<file path="src/rtl/psg_mix_pkg.sv">
// rtl/psg_mix_pkg.sv - shared types and constants for the PSG stereo pan mixer
package psg_mix_pkg;

    typedef enum logic [1:0] {
        MONO = 2'd0,
        ABC  = 2'd1,
        ACB  = 2'd2,
        PAN  = 2'd3
    } mix_mode_t;

    localparam logic [1:0] PAN_BOTH  = 2'b00;
    localparam logic [1:0] PAN_LEFT  = 2'b01;
    localparam logic [1:0] PAN_RIGHT = 2'b10;
    localparam logic [1:0] PAN_MUTE  = 2'b11;

    typedef enum logic [1:0] {
        IDLE  = 2'd0,
        ACC   = 2'd1,
        SCALE = 2'd2,
        OUT   = 2'd3
    } mix_state_t;

    // Accumulator width: wide enough that summing every channel never overflows.
    function automatic int calc_accw(input int iw, input int nch);
        return iw + $clog2(nch);
    endfunction

endpackage

</file>
<file path="src/rtl/psg_lpf.sv">
// rtl/psg_lpf.sv - scaler plus optional one-pole low-pass filter for one output side
module psg_lpf #(
    parameter int ACCW      = 14,
    parameter int OW        = 16,
    parameter int LPF_SHIFT = 3
) (
    input  logic            clk_sys,
    input  logic            RESET,
    input  logic            i_update,
    input  logic            i_lpf_en,
    input  logic [ACCW-1:0] i_acc,
    output logic [OW-1:0]   o_y
);

    logic [OW-1:0]        w_x;
    logic [OW-1:0]        w_y_filt;
    logic [OW-1:0]        w_y;
    logic [OW-1:0]        r_y_prev;
    logic signed [OW+1:0] w_diff;
    logic signed [OW+1:0] w_step;

    // Bring the accumulator to the output width: left-justify when narrower, drop LSBs when wider.
    generate
        if (ACCW <= OW) begin : g_scale_up
            assign w_x = OW'(i_acc) << (OW - ACCW);
        end else begin : g_scale_down
            assign w_x = i_acc[ACCW-1 -: OW];
        end
    endgenerate

    // y = y_prev + ((x - y_prev) >>> LPF_SHIFT); two guard bits keep the difference signed and exact.
    always_comb begin
        w_diff   = $signed({2'b00, w_x}) - $signed({2'b00, r_y_prev});
        w_step   = w_diff >>> LPF_SHIFT;
        w_y_filt = OW'($signed({2'b00, r_y_prev}) + w_step);
        w_y      = i_lpf_en ? w_y_filt : w_x;
    end

    // Filter memory follows the delivered output every sample, so enabling the filter starts from the current level.
    always_ff @(posedge clk_sys) begin
        if (RESET) begin
            r_y_prev <= '0;
            o_y      <= '0;
        end else if (i_update) begin
            r_y_prev <= w_y;
            o_y      <= w_y;
        end
    end

endmodule

</file>
<file path="src/rtl/psg_pan_mixer.sv">
// rtl/psg_pan_mixer.sv - serial N-channel PSG stereo mixer with mode/pan routing and optional LPF
import psg_mix_pkg::*;

module psg_pan_mixer #(
    parameter int NCH       = 3,
    parameter int IW        = 12,
    parameter int OW        = 16,
    parameter int LPF_SHIFT = 3
) (
    input  logic              clk_sys,
    input  logic              RESET,
    input  logic              ce_sample,
    input  logic [NCH*IW-1:0] ch_in,
    input  logic [1:0]        mode,
    input  logic [2*NCH-1:0]  pan,
    input  logic              lpf_en,
    output logic [OW-1:0]     out_l,
    output logic [OW-1:0]     out_r,
    output logic              out_valid,
    output logic              busy,
    output logic              overrun
);

    localparam int ACCW = calc_accw(IW, NCH);
    localparam int IDXW = $clog2(NCH);
    localparam logic [IDXW-1:0] IDX_LAST = IDXW'(NCH - 1);
    localparam logic [IDXW-1:0] IDX_ONE  = IDXW'(1);

    mix_state_t        r_state;
    mix_state_t        w_next;
    logic [NCH*IW-1:0] r_ch;
    mix_mode_t         r_mode;
    logic [2*NCH-1:0]  r_pan;
    logic              r_lpf_en;
    logic [IDXW-1:0]   r_idx;
    logic [ACCW-1:0]   r_acc_l;
    logic [ACCW-1:0]   r_acc_r;
    logic              r_overrun;
    logic              w_capture;
    logic              w_acc_en;
    logic              w_update;
    logic              w_to_l;
    logic              w_to_r;
    logic [1:0]        w_pan_code;
    logic [IW-1:0]     w_ch;

    // State register
    always_ff @(posedge clk_sys) begin
        if (RESET) r_state <= IDLE;
        else       r_state <= w_next;
    end

    // Next-state: one ACC cycle per channel, then SCALE and a single OUT cycle
    always_comb begin
        w_next = r_state;
        case (r_state)
            IDLE:    if (ce_sample) w_next = ACC;
            ACC:     if (r_idx == IDX_LAST) w_next = SCALE;
            SCALE:   w_next = OUT;
            OUT:     w_next = IDLE;
            default: w_next = IDLE;
        endcase
    end

    // State-decoded controls and status outputs
    always_comb begin
        w_capture = (r_state == IDLE) && ce_sample;
        w_acc_en  = (r_state == ACC);
        w_update  = (r_state == SCALE);
        busy      = (r_state != IDLE);
        out_valid = (r_state == OUT);
    end

    assign w_ch       = r_ch[r_idx*IW +: IW];
    assign w_pan_code = r_pan[2*r_idx +: 2];

    // Routing decode for the channel currently being summed
    always_comb begin
        w_to_l = 1'b1;
        w_to_r = 1'b1;
        case (r_mode)
            ABC: begin
                if (r_idx == '0)           w_to_r = 1'b0;
                else if (r_idx == IDX_LAST) w_to_l = 1'b0;
            end
            ACB: begin
                if (r_idx == '0)           w_to_r = 1'b0;
                else if (r_idx == IDX_ONE) w_to_l = 1'b0;
            end
            PAN: begin
                w_to_l = (w_pan_code == PAN_BOTH) || (w_pan_code == PAN_LEFT);
                w_to_r = (w_pan_code == PAN_BOTH) || (w_pan_code == PAN_RIGHT);
            end
            default: ;
        endcase
    end

    // Capture the sample set on the strobe, then accumulate one channel per cycle
    always_ff @(posedge clk_sys) begin
        if (RESET) begin
            r_ch     <= '0;
            r_mode   <= MONO;
            r_pan    <= '0;
            r_lpf_en <= 1'b0;
            r_idx    <= '0;
            r_acc_l  <= '0;
            r_acc_r  <= '0;
        end else if (w_capture) begin
            r_ch     <= ch_in;
            r_mode   <= mix_mode_t'(mode);
            r_pan    <= pan;
            r_lpf_en <= lpf_en;
            r_idx    <= '0;
            r_acc_l  <= '0;
            r_acc_r  <= '0;
        end else if (w_acc_en) begin
            if (w_to_l) r_acc_l <= r_acc_l + ACCW'(w_ch);
            if (w_to_r) r_acc_r <= r_acc_r + ACCW'(w_ch);
            if (r_idx != IDX_LAST) r_idx <= r_idx + 1'b1;
        end
    end

    // Sticky flag for strobes that land while a mix is still running
    always_ff @(posedge clk_sys) begin
        if (RESET)                               r_overrun <= 1'b0;
        else if (ce_sample && r_state != IDLE) r_overrun <= 1'b1;
    end

    assign overrun = r_overrun;

    psg_lpf #(
        .ACCW      (ACCW),
        .OW        (OW),
        .LPF_SHIFT (LPF_SHIFT)
    ) u_lpf_l (
        .clk_sys  (clk_sys),
        .RESET    (RESET),
        .i_update (w_update),
        .i_lpf_en (r_lpf_en),
        .i_acc    (r_acc_l),
        .o_y      (out_l)
    );

    psg_lpf #(
        .ACCW      (ACCW),
        .OW        (OW),
        .LPF_SHIFT (LPF_SHIFT)
    ) u_lpf_r (
        .clk_sys  (clk_sys),
        .RESET    (RESET),
        .i_update (w_update),
        .i_lpf_en (r_lpf_en),
        .i_acc    (r_acc_r),
        .o_y      (out_r)
    );

endmodule

</file>
<file path="config.mk">
export PLATFORM = sky130hd
export DESIGN_NAME = psg_pan_mixer
export DESIGN_NICKNAME = d
export VERILOG_FILES = /design/src/rtl/psg_mix_pkg.sv /design/src/rtl/psg_lpf.sv /design/src/rtl/psg_pan_mixer.sv
export SDC_FILE = /design/constraint.sdc
export NUM_CORES = 1
export LEC_CHECK = 0
export BUFFER_PORTS_ARGS = -buffer_cell sky130_fd_sc_hd__clkbuf_2
export CAP_MARGIN = 20
export CELL_PAD_IN_SITES_DETAIL_PLACEMENT = 0
export CELL_PAD_IN_SITES_GLOBAL_PLACEMENT = 2
export CORE_MARGIN = 4
export CORE_UTILIZATION = 39
export CTS_BUF_LIST = sky130_fd_sc_hd__clkbuf_2
export DETAILED_ROUTE_END_ITERATION = 10
export PLACE_DENSITY = 0.93
export SLEW_MARGIN = 20
export SYNTH_ARGS = -nofsm -noshare
export SYNTH_HDL_FRONTEND = slang
export SYNTH_SLANG_ARGS = --single-unit
</file>
<file path="constraint.sdc">
create_clock -name clk_sys -period 6.58 [get_ports clk_sys]
set_clock_uncertainty 0.15 [all_clocks]
set_input_delay 1.316 -clock clk_sys [delete_from_list [all_inputs] [get_ports clk_sys]]
set_output_delay 1.316 -clock clk_sys [all_outputs]
set_load 0.02 [all_outputs]
</file>
==> results.cfg <==
[logic_synthesis]
synth_top_area_cell = dfxtp_1
syn_avg_cell_area_sq_um = 7.957
netlist_area_sq_mm = 0.007996
seq_area_frac_synth = 0.2754
synth_top_cells_by_area = dfxtp_1 28%, ha_1 15%, a21oi_1 7.8%
synth_top_cell_area_share = 0.2754
yosys-top-cells-count = 140 x nand2_1, 124 x a21oi_1, 110 x dfxtp_1
netlist_instances = 1005
yosysUniqueCellTypes = 59
synth_top_flop_cell = dfxtp_1
syn_nets = 1153
synthArstFlopShare = 0
yosys_warnings = 0
synth_edf_count = 0
synth-seq-cells = 110
synth_most_common_cell = nand2_1

[layout]
design_area_sq_mm = 0.008772
layout-drive-gt1-share = 0.1145
n_fill_cell = 2163
areaGrowthSynthToFinish_pct = 9.701
antenna_cells = 0
final_nets = 1217
layout.cells.non_filler = 1344

[sta]
rsz0062_at_grt = no
slew_headroom = 0.4075
tightest_slew_ps = 886.9
period_needed_ps = 4182
holdWs_ps = 322.9
final-setup-viol-count = 0
timing_hold_violations_final = 0
setup-tns-final_ps = 0
period_share = 0.6356
slew_violations = 0
max_freq_mhz = 239.1

[job]
max_cap_violations = 0

[detailed_routing]
routed_wirelength_mm = 19.84
drc = 0
dr_total_vias = 6910
ant_nets = 0
drt_pass1_iterations = 4
post_drt_wl_per_cell_microns = 14.76
routed_via_density = 5.141
first_iter_violations = 182

[place]
dp_hpwl_mm = 14.97
port_buffers = 82
placement.cell_area_sq_mm = 0.008673
globalplace.congestion = 0.7908
dp_cells = 1328

[global_routing]
grt_pass1_vias = 6687
overflow = 0
grt_antenna_before_repair = 0
grt_usage = 0.1779
grt_max_degree = 48
grt_pass1_wl_mm = 32.91

[floorplan]
rows = 52
fp.dieArea_sq_mm = 0.02286
fp.dieW_microns = 151.2
dieHeight_microns = 151.2
start_util = 0.3965
core_sq_mm = 0.02017
pin_count = 83

[clock_tree]
cts_sinks = 110
tritoncts = built
ctsRootBufferMaster = clkbuf_2
cts_buffers = 9
clk_latency_ps = 630
ctsResizeCount = 0
htreeDepth = 3
clockBufferDepth = 2
cts-hold-fix-buffers = 0
postCtsSetupBuffers = 0
clkTransAtPathRegs_ps = 300

[critical_path]
crit_path_end_kind = register
cp.arrival_ps = 4570
worstReg2RegStart = u_lpf_r.o_y[5]
crit_type = reg2reg
crit_start = u_lpf_r.o_y[5]
critical_path.max_fanout = 5
cp.required_ps = 6970
start_kind = register

[power_and_ir_drop]
worst_ir_drop_vdd_mv = 0.2552
p_per_area_mw_per_mm2 = 581.5
p_leak_uw = 0.003753

[min_path]
hp-class = reg2reg
min_from = r_ch[13]

[run_status]
outcome = completed
critical path: stages, from the launching register on:
cell,delay [ps]
dfxtp_1,450
inv_1,60
ha_1,340
a21o_1,210
a21o_1,200
or2_2,330
o21a_1,180
xor2_1,140
ha_1,230
nor3_1,310
inv_1,70
o31ai_1,530
o21ai_0,220
a21oi_1,220
xnor2_1,190
mux2i_1,200
o21ai_0,80
final timing paths:
path                      to  cells past startpoint  slack [ps]
max          u_lpf_r.o_y[15]                     16        2400
min                 r_ch[13]                      2         320
max reg2reg  u_lpf_r.o_y[15]                     16        2400
min reg2reg         r_ch[13]                      2         320
logic make-up after synthesis:
group	share of synthesized area
XOR/XNOR	0.07119
adder cells (fa/ha/maj)	0.1602
AO/OA/AOI/OAI	0.2208
multiplexers	0.05883
AND/OR/NAND/NOR	0.1684
buffers and inverters	0.04522
flip-flops	0.2754
report_power, final:
group	internal (uW)	total [uW]	leakage [uW]	switching [uW]
sequential	801	914	0.000896	113
clock	59.1	307	0.0000660	248
combinational	1650	3880	0.00279	2230
total	2510	5100	0.00375	2590
area by class of cell:
type / instances / area, sq um / area share
clock buffers: 11 / 55.05 / 0.006276
clock inverters: 5 / 43.79 / 0.004992
inverters: 56 / 210.2 / 0.02396
multi-input cells: 800 / 5438 / 0.6199
flip-flops and latches: 110 / 2202 / 0.2510
well taps: 270 / 337.8 / 0.03851
repair buffers: 92 / 485.5 / 0.05534
sequential cells by signal, indices dropped and copies added (netlist names):
| signal | count |
|---|---|
| r_pan | 6 |
| r_lpf_en | 1 |
| u_lpf_r.o_y | 16 |
| r_acc_l | 14 |
| overrun | 1 |
| r_state | 2 |
| r_mode | 2 |
| u_lpf_l.o_y | 16 |
| r_idx | 2 |
| r_acc_r | 14 |
| r_ch | 36 |
stage by stage:
| stage | utilization | total power, uW | setup slack, ps |
|---|---|---|---|
| 6_report | 0.4349 | 5101 | 2398 |
| 3_3_place_gp | 0.4299 | 4797 | 2526 |
| 5_1_grt | 0.4349 | 5668 | 1964 |
| 3_5_place_dp | 0.4300 | 4807 | 2474 |
| 4_1_cts | 0.4349 | 5151 | 2411 |
| 2_1_floorplan | - | 4059 | 2738 |
placed cells by master (no fill, tap or decap), drive strengths merged, types with 26 or more instances in the layout:
cell type,synthesis,final
nor2,89,89
nand2,140,140
inv,55,57
mux2i,47,47
xor2,26,26
clkbuf,28,92
ha,96,96
xnor2,39,39
a21oi,125,125
o21ai,41,41
dfxtp,110,110
metal layers:
metal | track usage | share of wire | routed length [microns] | vias to the layer above
li1 | - | - | - | 3673
met1 | 0.2467 | 0.50 | 9886 | 3137
met2 | 0.2954 | 0.46 | 9119 | 86
met3 | 0.02124 | 0.032 | 628 | 14
met4 | 0.04170 | 0.011 | 209 | 0
met5 | 0 | 0 | 0 | -
Note: power is estimated with default switching activity, not from simulation.
